--- src/rtl/add_pipe_ctrl.sv ---
// Two-stage add/subtract pipeline controller that drives an external 32-bit adder.
// S1 holds the operands and op; S2 holds the registered sum and flags.
module add_pipe_ctrl (
    input  logic        clk,
    input  logic        rst_n,
    input  logic        flush,
    input  logic        in_valid,
    output logic        in_ready,
    input  logic [31:0] in_a,
    input  logic [31:0] in_b,
    input  logic [1:0]  in_op,
    output logic [31:0] add_a,
    output logic [31:0] add_b,
    output logic        add_cin,
    input  logic [31:0] add_sum,
    input  logic        add_cout,
    output logic        out_valid,
    input  logic        out_ready,
    output logic [31:0] out_result,
    output logic        out_c,
    output logic        out_v,
    output logic        out_z,
    output logic        out_n
);

    localparam int unsigned W = 32;

    typedef enum logic [1:0] {
        OP_ADD = 2'b00,
        OP_SUB = 2'b01,
        OP_ADC = 2'b10,
        OP_SBC = 2'b11
    } op_e;

    logic         s1_valid;
    logic [W-1:0] s1_a;
    logic [W-1:0] s1_b;
    op_e          s1_op;
    logic         carry_q;

    logic         s2_load;
    logic         accept;
    logic         ovf;

    // Handshake, adder operand steering and overflow detection
    always_comb begin
        s2_load  = s1_valid && (!out_valid || out_ready) && !flush;
        in_ready = !flush && (!s1_valid || s2_load);
        accept   = in_valid && in_ready;
        add_a    = s1_a;
        add_b    = s1_b;
        add_cin  = 1'b0;
        case (s1_op)
            OP_ADD: begin
                add_cin = 1'b0;
            end
            OP_SUB: begin
                add_b   = ~s1_b;
                add_cin = 1'b1;
            end
            OP_ADC: begin
                add_cin = carry_q;
            end
            OP_SBC: begin
                add_b   = ~s1_b;
                add_cin = carry_q;
            end
            default: begin
                add_cin = 1'b0;
            end
        endcase
        ovf = (add_a[W-1] == add_b[W-1]) && (add_sum[W-1] != add_a[W-1]);
    end

    // S1: operand stage
    always_ff @(posedge clk or negedge rst_n) begin
        if (!rst_n) begin
            s1_valid <= 1'b0;
            s1_a     <= '0;
            s1_b     <= '0;
            s1_op    <= OP_ADD;
        end else begin
            if (flush) begin
                s1_valid <= 1'b0;
            end else if (accept) begin
                s1_valid <= 1'b1;
            end else if (s2_load) begin
                s1_valid <= 1'b0;
            end
            if (accept) begin
                s1_a  <= in_a;
                s1_b  <= in_b;
                s1_op <= op_e'(in_op);
            end
        end
    end

    // S2: result stage; carry_q tracks the most recently completed op and survives flush
    always_ff @(posedge clk or negedge rst_n) begin
        if (!rst_n) begin
            out_valid  <= 1'b0;
            out_result <= '0;
            out_c      <= 1'b0;
            out_v      <= 1'b0;
            out_z      <= 1'b0;
            out_n      <= 1'b0;
            carry_q    <= 1'b0;
        end else begin
            if (flush) begin
                out_valid <= 1'b0;
            end else if (s2_load) begin
                out_valid <= 1'b1;
            end else if (out_ready) begin
                out_valid <= 1'b0;
            end
            if (s2_load) begin
                out_result <= add_sum;
                out_c      <= add_cout;
                out_v      <= ovf;
                out_z      <= (add_sum == '0);
                out_n      <= add_sum[W-1];
                carry_q    <= add_cout;
            end
        end
    end

endmodule
--- config.mk ---
export PLATFORM = sky130hd
export DESIGN_NAME = add_pipe_ctrl
export DESIGN_NICKNAME = d
export VERILOG_FILES = /design/src/rtl/add_pipe_ctrl.sv
export SDC_FILE = /design/constraint.sdc
export NUM_CORES = 1
export LEC_CHECK = 0
export ABC_AREA = 1
export BUFFER_PORTS_ARGS = -buffer_cell sky130_fd_sc_hd__buf_2
export CAP_MARGIN = 20
export CELL_PAD_IN_SITES_DETAIL_PLACEMENT = 2
export CELL_PAD_IN_SITES_GLOBAL_PLACEMENT = 2
export CORE_MARGIN = 5
export CORE_UTILIZATION = 26
export CTS_BUF_LIST = sky130_fd_sc_hd__clkbuf_4 sky130_fd_sc_hd__clkbuf_8 sky130_fd_sc_hd__clkbuf_16
export CTS_CLUSTER_SIZE = 20
export DETAILED_ROUTE_END_ITERATION = 10
export GPL_TIMING_DRIVEN = 0
export PLACE_DENSITY = 0.8
export SYNTH_ARGS = -nofsm -noshare
export SYNTH_HDL_FRONTEND = slang
export SYNTH_SLANG_ARGS = --single-unit
--- constraint.sdc ---
create_clock -name clk -period 1.3 [get_ports clk]
set_input_delay 0.26 -clock clk [delete_from_list [all_inputs] [get_ports clk]]
set_output_delay 0.26 -clock clk [all_outputs]
set_load 0.03 [all_outputs]
==> flow_metrics.py <==
metrics = {
    "run_status": {
        "status": "finished with violations",
        "violations": "hold timing, setup timing",
    },
    "global_route": {
        "grt_pass1_vias": 5239,
        "grt_use_total_pct": 18.6,
        "grt_max_degree": 62,
        "grt_overflow_total": 0,
        "antenna_found_initial": 3,
        "grt_pass1_wl_um": 28900,
    },
    "floorplanning": {
        "die_area_mm2": 0.0199,
        "ios": 207,
        "core_mm2": 0.0171,
        "chipWidth_um": 141,
        "initial_utilization_pct": 26.2,
        "die_h_um": 141,
        "fp-row-count": 48,
    },
    "worst_setup_path": {
        "timing.rr.end": "add_a[4]",
        "crit_type": "reg -> out",
        "reg2reg_depth": 9,
        "worstPathRequired_ns": 1.04,
        "cp_max_fo": 8,
        "cp-start-kind": "register",
        "arrival_ns": 1.42,
        "reg2reg_from": "out_valid",
        "regToRegSetupSlack_ns": -0.14,
        "crit_path_start": "s1_op[0]",
        "worstSetupEndpointType": "primary output",
    },
    "detailed_routing": {
        "drt_pass1_iterations": 4,
        "antenna_left": 0,
        "drt-initial-drc-count": 123,
        "drt_wl_total_um": 19500,
        "dr_total_vias": 4553,
        "avgRoutedWirePerCell_um": 19.7,
        "via_per_inst": 4.59,
        "drc": 0,
    },
    "clock_network": {
        "cts_hold_buf": 0,
        "cts_buffer_depth": 2,
        "clk_latency_ns": 0.35,
        "cts_made_buffers": 9,
        "root_buffer": "clkbuf_16",
        "cts_tree": "built",
        "numClockSinks": 103,
        "ctsHtreeMaxLevel": 3,
        "clkTransAtPathRegs_ns": 0.06,
    },
    "timing": {
        "whs_ns": -0.0137,
        "fin_crit_ns": 1.68,
        "setup_violations": 92,
        "slew_headroom_pct": 43.1,
        "tns_ns": -16.55,
        "hold_violations": 4,
        "tightestPinTransition_ns": 0.854,
        "slew_viol_final": 0,
        "final.period_utilization_pct": 129,
        "fin_ws_ns": -0.379,
        "finClkSkew_ns": 0.00788,
        "fmax_mhz": 595,
        "rsz0062_at_grt": "true",
    },
    "placement": {
        "dpl-instance-area_mm2": 0.00604,
        "numPortBuffers": 206,
        "place_hpwl_um": 12800,
        "dp_slack_ns": -0.265,
        "gp_congestion": 0.756,
    },
    "pwr": {
        "p_leak_nw": 4.12,
        "switching_share_pct": 38.2,
        "clkPwrFrac_pct": 24.5,
        "max-vdd-ir-drop_v": 0.000648,
        "p_comb_share_pct": 39.1,
        "power_density_mw_per_mm2": 1440,
        "p_int_mw": 7.05,
        "p_seq_share_pct": 36.4,
        "finalPower_mw": 11.4,
        "power.switching_mw": 4.36,
    },
    "synth": {
        "synth-seq-cells": 103,
        "ys_warn_count": 0,
        "avgSynthCellArea_um2": 8.71,
        "synth.distinct_cells": 20,
        "yosysSeqAreaShare_pct": 57.8,
        "synth-edff-count": 0,
        "syn_nets": 616,
        "syn_inst": 512,
        "ys.flop_type": "dfrtp_1",
        "async_flop_share_pct": 100,
        "syn_area_mm2": 0.00446,
    },
    "hold_path": {
        "hp-class": "in -> async",
    },
    "job": {
        "max_cap_violations": 0,
    },
    "layout": {
        "final_area_mm2": 0.00791,
        "layout-drive-gt1-share_pct": 57.6,
        "layout.nets": 865,
        "area_growth_pct": 77.2,
    },
}
worst max-delay path by stage:
stage / slack [ns] / cells after the start / to
3_3_place_gp: -1.44 / 1 / out_valid
3_5_place_dp: -0.27 / 4 / add_b[5]
5_1_grt: -0.43 / 4 / add_b[23]
4_1_cts: -0.40 / 4 / add_b[28]
2_1_floorplan: -0.09 / 3 / add_b[10]
6_report: -0.38 / 4 / add_b[23]
cells in the mapped netlist (2+ instances only):
library cell	n	area, um2
xor2_1	32	280
nand2_2	2	12.5
nand3_1	70	350
buf_2	16	80.1
nor2_1	22	82.6
o21ai_0	8	40.0
buf_1	2	7.51
inv_1	11	41.3
nand2_1	223	837
inv_2	3	11.3
buf_6	4	45.0
buf_4	3	22.5
dfrtp_1	103	2580
clkbuf_1	7	26.3
through the flow:
step,instances,utilization (%)
after floorplan,512,-
after global placement,943,35.2
after detailed placement,944,35.4
after CTS,980,42.5
after global routing,991,46.4
final,991,46.4
flip-flops by register name, indices dropped and copies added (netlist names), 2 cells and up:
register / count
out_result: 32
s1_b: 32
add_a: 32
s1_op: 2
per-layer routing:
| metal | share of wire [%] | routed length, um | GRT usage (%) |
|---|---|---|---|
| met2 | 53 | 10400 | 34.0 |
| met4 | 2.5 | 488 | 6.07 |
| met3 | 5.2 | 1010 | 3.87 |
| met1 | 39 | 7580 | 21.9 |
| met5 | 0.067 | 13 | 0 |
power groups by stage:
stage	Combinational (mW)	Clock, mW	Sequential (mW)
after detailed placement	3.42	0	4.09
after global placement	3.32	0	4.05
after CTS	4.15	2.87	4.07
final	4.46	2.79	4.16
after global routing	4.74	3.01	4.22
after floorplan	1.51	0	4.73
critical path, cell delays in order (launching register included):
cell       delay [ns]
dfrtp_1          0.39
buf_12           0.16
clkbuf_16        0.16
xor2_2           0.19
buf_6            0.16
cell families (layout without fill, tap and decap cells):
logic type	after synthesis	after routing	share of synthesized area, %
buffers and inverters	46	298	5.24
flip-flops	103	103	57.8
multiplexers	1	1	0.252
XOR/XNOR	32	32	6.28
other	0	2	0
AO/OA/AOI/OAI	13	13	1.71
AND/OR/NAND/NOR	317	317	28.7
layout make-up:
| class | count | area [um2] |
|---|---|---|
| inverter | 14 | 55.1 |
| multi-input combinational | 363 | 2560 |
| timing repair buffer | 240 | 1790 |
| buffer | 30 | 347 |
| fill | 1828 | 9150 |
| clock inverter | 1 | 30.0 |
| clock buffer | 13 | 262 |
| sequential | 103 | 2580 |
| tap | 225 | 282 |
| antenna | 2 | 5.00 |
cell usage in the layout, fill, tap and decap left out, drive strengths merged:
cell type / n
buf: 259
nand2: 225
dfrtp: 103
nand3: 70
xor2: 32
clkbuf: 24
nor2: 22
inv: 14
o21ai: 9
diode: 2
mux2: 1
o31ai: 1
a21oi: 1
o211ai: 1
o21bai: 1
bufinv: 1
repair_timing:
item	CTS	global route
pin swaps	15	56
gates resized for setup	177	134
endpoints found under the setup margin	105	127
buffers inserted	15	9
gates cloned	8	3
Power figures use the tool's default switching activity.
